==> src/rtl/rtc_bus_pkg.sv <==
// Shared definitions for the RTC multiplexed-bus controller: FSM states,
// default phase length and read/write encodings.
package rtc_bus_pkg;

  typedef enum logic [2:0] {
    ST_IDLE,
    ST_ADR_ACT,
    ST_ADR_HOLD,
    ST_TURN,
    ST_DAT_ACT,
    ST_DAT_HOLD,
    ST_DONE
  } rtc_state_e;

  localparam int PHASE_CYCLES_DEF = 4;

  localparam logic RW_READ  = 1'b1;
  localparam logic RW_WRITE = 1'b0;

endpackage

==> src/rtl/rtc_phase_timer.sv <==
// Loadable down-counter that times each bus phase; zero_o marks the last
// cycle of the phase.
module rtc_phase_timer #(
  parameter int PHASE_CYCLES = 4,
  parameter int CW           = $clog2(PHASE_CYCLES + 1)
) (
  input  logic          clk,
  input  logic          reset,
  input  logic          load_i,
  input  logic [CW-1:0] load_val_i,
  output logic          zero_o
);

  logic [CW-1:0] cnt_q;

  always_ff @(posedge clk or posedge reset) begin
    if (reset) begin
      cnt_q <= '0;
    end else if (load_i) begin
      cnt_q <= load_val_i;
    end else if (cnt_q != '0) begin
      cnt_q <= cnt_q - CW'(1);
    end
  end

  assign zero_o = (cnt_q == '0);

endmodule

==> src/rtl/rtc_bus_ctrl.sv <==
// Bus-cycle generator for the external RTC's multiplexed address/data port:
// address phase, bus turnaround, data phase, then a one-cycle completion pulse.
module rtc_bus_ctrl
  import rtc_bus_pkg::*;
#(
  parameter int PHASE_CYCLES = PHASE_CYCLES_DEF,
  parameter int DATA_W       = 8
) (
  input  logic              clk,
  input  logic              reset,
  input  logic              start,
  input  logic              rw,
  input  logic [DATA_W-1:0] addr,
  input  logic [DATA_W-1:0] wdata,
  input  logic [DATA_W-1:0] ad_in,
  output logic [DATA_W-1:0] ad_out,
  output logic              ad_oe,
  output logic              cs_n,
  output logic              rd_n,
  output logic              wr_n,
  output logic              a_d,
  output logic              busy,
  output logic              done,
  output logic [DATA_W-1:0] rdata,
  output logic              rdata_valid
);

  localparam int CW = $clog2(PHASE_CYCLES + 1);

  rtc_state_e        state_q;
  logic              rw_q;
  logic [DATA_W-1:0] addr_q;
  logic [DATA_W-1:0] wdata_q;
  logic [DATA_W-1:0] ad_out_q;
  logic [DATA_W-1:0] rdata_q;
  logic              ad_oe_q, cs_n_q, rd_n_q, wr_n_q, a_d_q;
  logic              busy_q, done_q, rdata_valid_q;
  logic              advance_d;
  logic              tmr_zero;

  // Every state change reloads the timer, so each timed phase gets a fresh count.
  always_comb begin
    advance_d = 1'b0;
    case (state_q)
      ST_IDLE: advance_d = start;
      ST_DONE: advance_d = 1'b1;
      default: advance_d = tmr_zero;
    endcase
  end

  rtc_phase_timer #(
    .PHASE_CYCLES(PHASE_CYCLES),
    .CW          (CW)
  ) u_timer (
    .clk       (clk),
    .reset     (reset),
    .load_i    (advance_d),
    .load_val_i(CW'(PHASE_CYCLES - 1)),
    .zero_o    (tmr_zero)
  );

  always_ff @(posedge clk) begin
    if (state_q == ST_IDLE && start) begin
      rw_q    <= rw;
      addr_q  <= addr;
      wdata_q <= wdata;
    end
  end

  // Outputs are set on the transition edge, so they change exactly with the state.
  always_ff @(posedge clk or posedge reset) begin
    if (reset) begin
      state_q       <= ST_IDLE;
      ad_out_q      <= '0;
      ad_oe_q       <= 1'b0;
      cs_n_q        <= 1'b1;
      rd_n_q        <= 1'b1;
      wr_n_q        <= 1'b1;
      a_d_q         <= 1'b1;
      busy_q        <= 1'b0;
      done_q        <= 1'b0;
      rdata_q       <= '0;
      rdata_valid_q <= 1'b0;
    end else begin
      done_q        <= 1'b0;
      rdata_valid_q <= 1'b0;
      if (advance_d) begin
        case (state_q)
          ST_IDLE: begin
            state_q  <= ST_ADR_ACT;
            cs_n_q   <= 1'b0;
            a_d_q    <= 1'b0;
            wr_n_q   <= 1'b0;
            ad_oe_q  <= 1'b1;
            ad_out_q <= addr;
            busy_q   <= 1'b1;
          end
          ST_ADR_ACT: begin
            state_q <= ST_ADR_HOLD;
            wr_n_q  <= 1'b1;
          end
          ST_ADR_HOLD: begin
            state_q <= ST_TURN;
            cs_n_q  <= 1'b1;
            ad_oe_q <= 1'b0;
            a_d_q   <= 1'b1;
          end
          ST_TURN: begin
            state_q <= ST_DAT_ACT;
            cs_n_q  <= 1'b0;
            if (rw_q == RW_WRITE) begin
              wr_n_q   <= 1'b0;
              ad_oe_q  <= 1'b1;
              ad_out_q <= wdata_q;
            end else begin
              rd_n_q <= 1'b0;
            end
          end
          ST_DAT_ACT: begin
            state_q <= ST_DAT_HOLD;
            rd_n_q  <= 1'b1;
            wr_n_q  <= 1'b1;
            if (rw_q == RW_READ) begin
              rdata_q <= ad_in;
            end
          end
          ST_DAT_HOLD: begin
            state_q       <= ST_DONE;
            cs_n_q        <= 1'b1;
            ad_oe_q       <= 1'b0;
            done_q        <= 1'b1;
            rdata_valid_q <= (rw_q == RW_READ);
          end
          ST_DONE: begin
            state_q <= ST_IDLE;
            busy_q  <= 1'b0;
          end
          default: begin
            state_q <= ST_IDLE;
            cs_n_q  <= 1'b1;
            rd_n_q  <= 1'b1;
            wr_n_q  <= 1'b1;
            a_d_q   <= 1'b1;
            ad_oe_q <= 1'b0;
            busy_q  <= 1'b0;
          end
        endcase
      end
    end
  end

  assign ad_out      = ad_out_q;
  assign ad_oe       = ad_oe_q;
  assign cs_n        = cs_n_q;
  assign rd_n        = rd_n_q;
  assign wr_n        = wr_n_q;
  assign a_d         = a_d_q;
  assign busy        = busy_q;
  assign done        = done_q;
  assign rdata       = rdata_q;
  assign rdata_valid = rdata_valid_q;

endmodule
==> config.mk <==
export PLATFORM = sky130hd
export DESIGN_NAME = rtc_bus_ctrl
export DESIGN_NICKNAME = d
export VERILOG_FILES = /design/src/rtl/rtc_bus_pkg.sv /design/src/rtl/rtc_phase_timer.sv /design/src/rtl/rtc_bus_ctrl.sv
export SDC_FILE = /design/constraint.sdc
export NUM_CORES = 1
export LEC_CHECK = 0
export BUFFER_PORTS_ARGS = -buffer_cell sky130_fd_sc_hd__buf_2
export CAP_MARGIN = 10
export CORE_ASPECT_RATIO = 1.2
export CORE_UTILIZATION = 55
export DETAILED_ROUTE_END_ITERATION = 8
export GPL_TIMING_DRIVEN = 0
export PLACE_DENSITY = 0.87
export REMOVE_ABC_BUFFERS = 1
export SLEW_MARGIN = 20
export SYNTH_ARGS = -nofsm -noshare
export SYNTH_HDL_FRONTEND = slang
export SYNTH_SLANG_ARGS = --single-unit
==> constraint.sdc <==
create_clock -name clk -period 3.85 [get_ports clk]
set_input_delay 0.77 -clock clk [delete_from_list [all_inputs] [get_ports clk]]
set_output_delay 0.77 -clock clk [all_outputs]
set_load 0.05 [all_outputs]
Word-level counts from Yosys, hierarchy flattened:

Cells that the tools add are included.

* equal/unequal tests: 8
* $add $sub $neg: 1
* mux-type cells: 19
* bitwise operators: 5
* reductions and logical operators: 20

Operator list (count)
* 3-bit one-hot mux with 6 select lines: 1
* 8-bit one-hot mux with 2 select lines: 1
* 3-bit AND reduction: 5
* 5-bit OR reduction: 3
* 1-bit one-hot mux with 2 select lines: 5
* 3-bit equality test, second input constant: 3
* 8-bit two-way mux: 1
* 1-bit two-way mux: 7
* 3-bit by 2-bit equality test with 1-bit output, second input constant: 2
* 3-bit logical NOT: 2
* 3-bit two-way mux: 2
* 1-bit one-hot mux with 3 select lines: 2
* 2-bit AND reduction: 3
* 3-bit OR reduction: 2
* 1-bit NOT: 5
* 2-bit inequality test, second input constant: 2
* 2-bit nonzero test: 2
* 3-bit by 1-bit equality test with 1-bit output, second input constant: 1
* 3-bit nonzero test: 1
* 3-bit by 1-bit subtractor with 3-bit output, second input constant: 1
* 2-bit OR reduction: 1
* 1-bit logical AND: 1

* register bits after elaboration: 39
* output and inout port bits: 24

Logic depth before layout (Yosys ltp):

Gate-level depths: netlist (run 1).

* depth in word-level cells: 4
* mapped depth: 7
* gate-level depth less buffers: 6

Cells and area by module:

From an unflattened synthesis (run 1), not the netlist that was laid out.

* cell total of the unflattened synthesis: 158
* area, all modules: 1923.1 sq um

By module, submodules not included
* rtc_bus_ctrl: cells an instance 136, times used 1, area an instance 1719.1 sq um, seq. area each 950.9 sq um
* rtc_phase_timer: cells an instance 22, times used 1, area an instance 203.9 sq um, seq. area each 75.1 sq um

Worst setup path after synthesis (run 1):

No wires, ideal clock.

* path type: reg-to-reg
* start: register u_timer.cnt_q[0]
* end: register ad_out_q[0] (netlist: ad_out[0])
* path buffers: 0
* clock period less this slack: 1.816 ns
* stages on the path, launching flop included: 7
* data arrival time: 1.691 ns
* setup slack: 2.034 ns
* cell sequence: dfrtp_1 > inv_1 > ha_1 > nand2b_4 > or3_4 > a21oi_4 > mux2_2

* word-level cells in the longest chain between the ends: 3

Ends and longest elaborated chain
* start: declaration: line rtc_phase_timer.sv:14 `logic [CW-1:0] cnt_q;`
* start signal: assignment: line rtc_phase_timer.sv:20 `cnt_q <= load_val_i;`
* start signal: assignment: line rtc_phase_timer.sv:22 `cnt_q <= cnt_q - CW'(1);`
* 3-bit logical NOT: line rtc_phase_timer.sv:26 `assign zero_o = (cnt_q == '0);`
* 1-bit one-hot mux with 2 select lines: line rtc_bus_ctrl.sv:44 `case (state_q)`
* 3-bit AND reduction (no source line)
* end signal: assignment: line rtc_bus_ctrl.sv:95 `ad_out_q <= addr;`
* end signal: assignment: line rtc_bus_ctrl.sv:114 `ad_out_q <= wdata_q;`
* end: declaration: line rtc_bus_ctrl.sv:34 `logic [DATA_W-1:0] ad_out_q;`

No other way between the ends.
A chain may end at the register's enable or synchronous reset.

Worst setup path in the final report (run 1):

* start: register u_timer.cnt_q[0]
* end: register rdata_q[5] (netlist: rdata[5])

* word-level cells in the longest chain between the ends: 3

Ends and longest elaborated chain
* 3-bit logical NOT: line rtc_phase_timer.sv:26
* 1-bit one-hot mux with 2 select lines: line rtc_bus_ctrl.sv:44
* 3-bit AND reduction (no source line)
* end signal: assignment: line rtc_bus_ctrl.sv:124 `rdata_q <= ad_in;`
* end: declaration: line rtc_bus_ctrl.sv:35 `logic [DATA_W-1:0] rdata_q;`

No other way between the ends.

==> impl_results.rst, run 1 <==
.. list-table::
   :header-rows: 1

   * - Metric
     - Value
   * - Worst Max-Slew Pin Slew
     - 0.634 ns
   * - Library cell used as clock root buffer
     - clkbuf_4
   * - Clk sink count
     - 39
   * - Placeable Area
     - 3110 um2
   * - Slew headroom
     - 0.577
   * - First-pass DRT Iterations
     - 4
   * - Cell count after placement
     - 230
   * - Count of hold-fix buffers inserted at cts
     - 0
   * - Total negative slack
     - 0 ns
   * - Cell breakdown of the critical path
     - inv_1 -> ha_1 -> nor2b_1 -> and4_1 -> mux2_2
   * - Int Pwr
     - about 1.1 mW
   * - Final non-filler cell total
     - 238
   * - Net switching share of the total power
     - 0.452
   * - Number of nets in the layout
     - 233
   * - Power per cell area
     - about 910 nW/um2
   * - Signal arrival time at the worst endpoint
     - 2.54 ns
   * - Worst r2r src
     - u_timer.cnt_q[0]
   * - Via count
     - about 1.3k
   * - Grt ovf
     - 0
   * - First-pass GRT wire length
     - 5910 um
   * - Peak supply drop
     - about 0.00060 V
   * - R2R depth
     - 5
   * - Top cell type's share of synthesized area
     - 0.354
   * - Number of distinct library cells after synthesis
     - 37
   * - Type of the setup path with the least slack
     - reg2reg
   * - Number of failing setup endpoints in the final timing report
     - 0
   * - Count of flip-flops with a built-in enable after synthesis
     - 9
   * - Via density
     - between 5 and 6
   * - Initial DRC Count
     - 35
   * - Biggest fanout along the worst timing path
     - 8
   * - Detailed-route wire length
     - between 3000 and 4000 um
   * - CTS resizes
     - 0
   * - Slowest cell delay on critical path
     - 0.54 ns
   * - Io pins
     - 52
   * - Global router's overall resource usage
     - 0.236
   * - Comb power frac
     - 0.477
   * - Endpoint of the most critical setup path
     - rdata[5]
   * - Post-synth top area cell
     - dfrtp_1
   * - DRC Markers
     - 0
   * - Most frequent cells after synthesis
     - 26 x dfrtp_1, 24 x mux2_2, 10 x o21ai_0
   * - Number of pins with negative max-slew slack in the final report
     - 0
   * - Sequential power share
     - 0.356
   * - Unrepaired setup endpoints after global routing
     - no
   * - Fmax achieved
     - 434 MHz
   * - Number of hold violations in the final report
     - 0
   * - Proportion of layout cells with a drive suffix above 1
     - 0.450
   * - H-tree lvl count
     - 2
   * - Post-synth ARST share
     - 0.769
   * - Post-synthesis register bit count
     - 39
   * - Data required time at the worst endpoint
     - ~4 ns
   * - Gate count after technology mapping
     - 151
   * - Clock tree from TritonCTS
     - done
   * - Effective utilization at floorplan
     - 0.591
   * - Source-to-sink clock delay at the later pin of the worst-skew pair
     - 0.34 ns
   * - Source of the critical timing path
     - u_timer.cnt_q[0]
   * - HPWL after DPL
     - 2660 um
   * - Cell with the biggest individual delay on the critical path
     - nor2b_1
   * - Sequential fraction of the synthesis area
     - 0.558
   * - Rows
     - 22
   * - Layout overhead on the synthesized area
     - 19.6%
   * - Tcrit/Tclk final
     - 0.599
   * - Leakage dissipation
     - 1.04 nW
   * - Status
     - finished clean
   * - Proportion of power drawn by the clock network
     - 0.167
   * - Post-CTS clock slew at the launch and capture registers of the worst setup and hold paths
     - 0.12 ns
   * - Die Wd
     - 54.8 um
   * - Kind of start point of the critical path
     - flip-flop
   * - Endpoint class of the critical path
     - flip-flop
   * - Post-CTS setup buffers
     - 0
   * - Final hold slack
     - about 0.49 ns
   * - Largest cells by area after synthesis
     - dfrtp_1 35%, edfxtp_1 15%, mux2_2 15%
   * - Skew final
     - 0.0186 ns
   * - Floorplan die height
     - 65.3 um
   * - Cell with the most instances after synthesis
     - dfrtp_1
   * - Number of maximum-capacitance violations
     - 0
   * - Worst reg2reg setup slack
     - 1.54 ns
   * - Synthesized cell area
     - 1840 um2
   * - Worst path setup slack after routing
     - around 1.5 ns
   * - Number of global-route vias before repair
     - 1371
   * - Die area
     - 3580 um2
   * - Final estimated routing congestion in global placement
     - 0.842
   * - DR WL/cell
     - ~15 um
   * - Maximum clock insertion buffer count
     - 2
   * - Post-Syn Area per Cell
     - 12.2 um2
   * - Diodes inserted
     - 0
   * - Tightest Hold Check Type
     - in2async
   * - Number of nets with antenna violations after detailed routing
     - 0
   * - Total clock buffers created by CTS
     - 5
   * - Final worst path period need
     - roughly 2.3 ns
   * - Number of buffers inserted by port buffering
     - 51
   * - Capturing point of the worst reg2reg path
     - rdata[5]
   * - Net Switching
     - 0.902 mW
   * - Top flip-flop cell by instance count after synthesis
     - dfrtp_1
   * - Post-place setup slack
     - 1.57 ns
   * - YS warnings
     - 0
   * - Maximum number of pins on one net before global-route repair
     - 31
   * - Antenna violations before repair
     - 0
[power by group through the flow]
stage | Combinational [mW] | Sequential, mW | Clock [mW]
4_1_cts | 0.957 | 0.710 | 0.338
2_1_floorplan | 0.386 | 1.05 | 0
3_3_place_gp | 0.916 | 0.701 | 0
6_report | 0.951 | 0.711 | 0.334
5_1_grt | 1.02 | 0.730 | 0.357
3_5_place_dp | 0.953 | 0.718 | 0
[logic make-up (layout without fill, tap and decap cells)]
logic type,Yosys count,in the layout,share of synthesized area
adder cells (fa/ha/maj),4,4,0.0272
buffers and inverters,15,66,0.0367
AO/OA/AOI/OAI,29,29,0.106
flip-flops,39,39,0.558
XOR/XNOR,1,1,0.00476
AND/OR/NAND/NOR,39,39,0.120
multiplexers,24,24,0.147
[layout by cell type, fill, tap and decap left out, types with 2 or more instances in the layout]
| master | Yosys | layout |
|---|---|---|
| a211oi_1 | 2 | 2 |
| a21boi_0 | 2 | 2 |
| a21oi_1 | 4 | 4 |
| and2_1 | 2 | 2 |
| buf_2 | 3 | 51 |
| bufinv_16 | 0 | 2 |
| clkbuf_4 | 0 | 5 |
| dfrtp_1 | 26 | 26 |
| dfstp_2 | 4 | 4 |
| edfxtp_1 | 9 | 9 |
| ha_1 | 4 | 4 |
| inv_1 | 7 | 6 |
| mux2_2 | 24 | 24 |
| nand2_1 | 8 | 8 |
| nand3b_1 | 2 | 2 |
| nor2_1 | 8 | 8 |
| nor2b_1 | 6 | 6 |
| nor3_1 | 4 | 4 |
| nor3b_1 | 2 | 2 |
| o21a_1 | 2 | 2 |
| o21ai_0 | 10 | 10 |
| o22a_1 | 2 | 2 |
[worst max-delay path: cells and delay by family, from the launching register on]
family        cells  cell delay [ns]
flops             1             0.38
fa+ha+maj         1             0.26
simple gates      2             1.06
buf+inv           1             0.11
mux               1             0.38
[per-layer routing]
layer	routed length (um)	global-route usage	vias to the layer above
met5	0	0	-
met4	32	0.0769	0
met3	181	0.0810	4
met2	1990	0.410	52
met1	1400	0.258	655
li1	-	-	635
[worst min path at each step]
stage	start	endpoint	slack [ns]	cells after the start
floorplan	u_timer.cnt_q[1]	u_timer.cnt_q[1]	0.48	2
global placement	rdata[3]	rdata[3]	0.48	1
detailed placement	ad_out[0]	ad_out[0]	0.49	1
CTS	ad_out[0]	ad_out[0]	0.52	1
global route	reset	rdata[1]	0.53	2
finish	reset	ad_out[3]	0.49	2
[state kept, by name, indices dropped and copies added (netlist names)]
name,cells
done,1
busy,1
ad_oe,1
a_d,1
rdata_valid,1
wr_n,1
rdata,8
cs_n,1
state_q,3
wdata_q,8
ad_out,8
u_timer.cnt_q,3
rw_q,1
rd_n,1
[cell type report]
type | count | area (um2)
Clock buffer | 6 | 41.3
Inverter | 7 | 26.3
Tap cell | 36 | 45.0
Multi-Input combinational cell | 97 | 746
Sequential cell | 39 | 1030
Timing Repair Buffer | 51 | 255
Clock inverter | 2 | 60.1
Fill cell | 223 | 911
[per-stage QoR]
stage | total power, mW | utilization | cell area, um2
6_report | 2.00 | 0.707 | 2200
5_1_grt | 2.11 | 0.707 | 2200
4_1_cts | 2.01 | 0.707 | 2200
3_5_place_dp | 1.67 | 0.675 | 2100
3_3_place_gp | 1.62 | 0.675 | 2100
2_1_floorplan | 1.44 | - | 1800
(Power assumes the default switching activity.)
==> run 2: changes to the inputs <==
--- a/config.mk
+++ b/config.mk
@@ -8,10 +8,10 @@
 export BUFFER_PORTS_ARGS = -buffer_cell sky130_fd_sc_hd__buf_2
 export CAP_MARGIN = 10
 export CORE_ASPECT_RATIO = 1.2
-export CORE_UTILIZATION = 55
+export CORE_UTILIZATION = 46
 export DETAILED_ROUTE_END_ITERATION = 8
 export GPL_TIMING_DRIVEN = 0
-export PLACE_DENSITY = 0.87
+export PLACE_DENSITY = 0.78
 export REMOVE_ABC_BUFFERS = 1
 export SLEW_MARGIN = 20
 export SYNTH_ARGS = -nofsm -noshare
==> constraint.sdc (replaced) <==
create_clock -name clk -period 1.9 [get_ports clk]
set_input_delay 0.38 -clock clk [delete_from_list [all_inputs] [get_ports clk]]
set_output_delay 0.38 -clock clk [all_outputs]
set_load 0.05 [all_outputs]
==> run 2 against run 1 <==
Against the previous run:
- power up 110%
- largest cell class unchanged
- utilization decreased by 9.2 points
- count of clock-buffer cells in the layout shrank 1
- wire length down 2.7%
- sequential share of layout area shrank 1.7 points
- sequential cell count unchanged
- fmax is 26% higher
- global-route usage fell by 5.4 points
- critical endpoint is now ad_out[6]
- first-iteration DRC count is 37% lower
- non-clock buffer count increased by 3
- via count fell by 1.0%
- setup slack lost 1.5 ns
==> impl_results.rst, run 2 (synthesis results as in run 1) <==
.. list-table::
   :header-rows: 1

   * - Metric
     - Value
   * - Total area of sequential cells
     - 1030 um2
   * - Peak supply drop
     - ~0.00097 V
   * - Type of the setup path with the least slack
     - reg2reg
   * - Total clock buffers created by CTS
     - 5
   * - Number of global-route vias before repair
     - 1229
   * - Slowest cell delay on critical path
     - 0.38 ns
   * - Status
     - finished clean
   * - Number of maximum-capacitance violations
     - 0
   * - Int Pwr
     - 2.26 mW
   * - Library cell used as clock root buffer
     - clkbuf_8
   * - Proportion of power drawn by the clock network
     - 0.164
   * - Worst Max-Slew Pin Slew
     - between 0.6 and 0.7 ns
   * - Final worst path period need
     - 1.83 ns
   * - Worst reg2reg setup slack
     - 0.07 ns
   * - Cell with the biggest individual delay on the critical path
     - dfrtp_1
   * - Net switching share of the total power
     - 0.450
   * - Antenna violations before repair
     - 0
   * - Net Switching
     - 1.85 mW
   * - DR WL/cell
     - 13.7 um
   * - Die Wd
     - 59.7 um
   * - Maximum number of pins on one net before global-route repair
     - 31
   * - Cell breakdown of the critical path
     - inv_2 -> ha_4 -> nand2b_4 -> or3_4 -> a21oi_4 -> buf_12 -> mux2_2
   * - Met2 track demand over resource
     - 0.288
   * - Pwr Total
     - 4.11 mW
   * - Power per cell area
     - 1790 nW/um2
   * - Clk sink count
     - 39
   * - First-pass DRT Iterations
     - 4
   * - Via count
     - 1332
   * - R2R depth
     - 7
   * - First-pass GRT wire length
     - 5640 um
   * - Unrepaired setup endpoints after global routing
     - no
   * - Commonest non-fill, non-tap cell in the layout
     - buf_2
   * - Post-CTS clock slew at the launch and capture registers of the worst setup and hold paths
     - 0.07 ns
   * - Kind of start point of the critical path
     - flip-flop
   * - Signal arrival time at the worst endpoint
     - 2.00 ns
   * - DRC Markers
     - 0
   * - Number of hold violations in the final report
     - 0
   * - Clock tree from TritonCTS
     - done
   * - HPWL after DPL
     - 2440 um
   * - Tightest Hold Check Type
     - in2async
   * - Final non-filler cell total
     - 257
   * - Fmax achieved
     - 547 MHz
   * - Biggest fanout along the worst timing path
     - 8
   * - Skew final
     - 0.00370 ns
   * - Met1 capacity usage during global routing
     - 0.221
   * - Capturing point of the worst reg2reg path
     - ad_out[6]
   * - Rows
     - 24
   * - Diodes inserted
     - 0
   * - Grt ovf
     - 0
   * - Initial DRC Count
     - 22
   * - Area taken by multi-input logic gates
     - around 770 um2
   * - Count of hold-fix buffers inserted at cts
     - 0
   * - Cell count after placement
     - roughly 250
   * - Maximum clock insertion buffer count
     - 2
   * - Sequential power share
     - 0.351
   * - Cell Area, Placed
     - around 2100 um2
   * - Effective utilization at floorplan
     - 0.494
   * - Commonest cells after routing, fill and taps aside
     - 51 x buf_2, 24 x mux2_2, 23 x dfrtp_1
   * - Number of nets in the layout
     - 236
   * - Global router's overall resource usage
     - 0.182
   * - H-tree lvl count
     - 2
   * - Number of failing setup endpoints in the final timing report
     - 0
   * - Worst r2r src
     - u_timer.cnt_q[0]
   * - Final hold slack
     - 0.158 ns
   * - Floorplan die height
     - 71.3 um
   * - Placeable Area
     - 3720 um2
   * - Layer with the highest usage
     - met2
   * - Die area
     - 4260 um2
   * - Cell area after layout
     - 2290 um2
   * - Data required time at the worst endpoint
     - 2.08 ns
   * - Source-to-sink clock delay at the later pin of the worst-skew pair
     - 0.29 ns
   * - Final estimated routing congestion in global placement
     - 0.799
   * - Endpoint class of the critical path
     - flip-flop
   * - Tcrit/Tclk final
     - 0.962
   * - Detailed-route wire length
     - 3510 um
   * - Number of pins with negative max-slew slack in the final report
     - 0
   * - Proportion of layout cells with a drive suffix above 1
     - 0.502
   * - Met3 track demand over resource in global routing
     - 0.0451
   * - # fillers
     - 346
   * - Io pins
     - 52
   * - Leakage dissipation
     - 1.05 nW
   * - Number of buffers inserted by port buffering
     - just over 50
   * - Number of nets with antenna violations after detailed routing
     - 0
   * - Via density
     - 5.18
   * - Comb power frac
     - 0.485
   * - Layout overhead on the synthesized area
     - 24.6%
   * - Slew headroom
     - 0.588
## run 2: cell count changes in the layout (fill, tap and decap cells not counted), moves of 2 or more
cell and delta:
dfrtp_2 +3, clkbuf_8 +5, dfrtp_1 -3, inv_1 -2, buf_4 +2, inv_2 +2
clkbuf_4 -5
## run 2: worst max-delay path by stage
stage                                 from         to
final                     u_timer.cnt_q[0]  ad_out[6]
after floorplan           u_timer.cnt_q[0]   rdata[0]
after global routing      u_timer.cnt_q[0]  ad_out[4]
after CTS                 u_timer.cnt_q[1]  ad_out[3]
after global placement    u_timer.cnt_q[0]   rdata[1]
after detailed placement  u_timer.cnt_q[0]   rdata[3]
## run 2: per-stage QoR
stage | setup TNS, ns | util | setup WS (ns)
global route | 0 | 0.615 | 0.0176
floorplan | -0.230 | - | -0.0288
global placement | -3.62 | 0.569 | -0.332
detailed placement | -3.73 | 0.569 | -0.336
finish | 0 | 0.615 | 0.0717
CTS | 0 | 0.613 | 0.0162
## run 2: layout make-up
class | count | area share
timing repair buffer | 54 | 0.127
clock buffer | 5 | 0.0300
sequential | 39 | 0.449
tap | 52 | 0.0284
clock inverter | 3 | 0.0191
multi-input combinational | 97 | 0.335
inverter | 7 | 0.0115
## run 2: metal layers
metal  routed length (um)  part of all wire  up-vias
met5                    0                 0        -
met4                   85             0.024        0
met3                  271             0.077        8
met2                 1710              0.49       58
met1                 1450              0.41      619
li1                     -                 -      647
## run 2: critical path: cells and delay by family, from the launching register on
kind	cells	cell delay, ns
DFF	1	0.38
muxes	1	0.33
AOI/OAI and AO/OA	1	0.15
buffers and inverters	2	0.24
adders and majority gates	1	0.16
and+or+nand+nor	2	0.44
## run 2: power by group through the flow
stage | clock network [mW] | registers (mW) | logic (mW)
after CTS | 0.695 | 1.44 | 1.99
after floorplan | 0 | 2.13 | 0.783
after detailed placement | 0 | 1.45 | 1.92
final | 0.675 | 1.44 | 1.99
after global routing | 0.723 | 1.49 | 2.15
after global placement | 0 | 1.43 | 1.89
## run 2: timing repair
action / in CTS / in global routing
pin swaps: 2 / 0
endpoints found under the setup margin: 17 / 8
buffers inserted: 2 / 1
gates resized for setup: 8 / 2
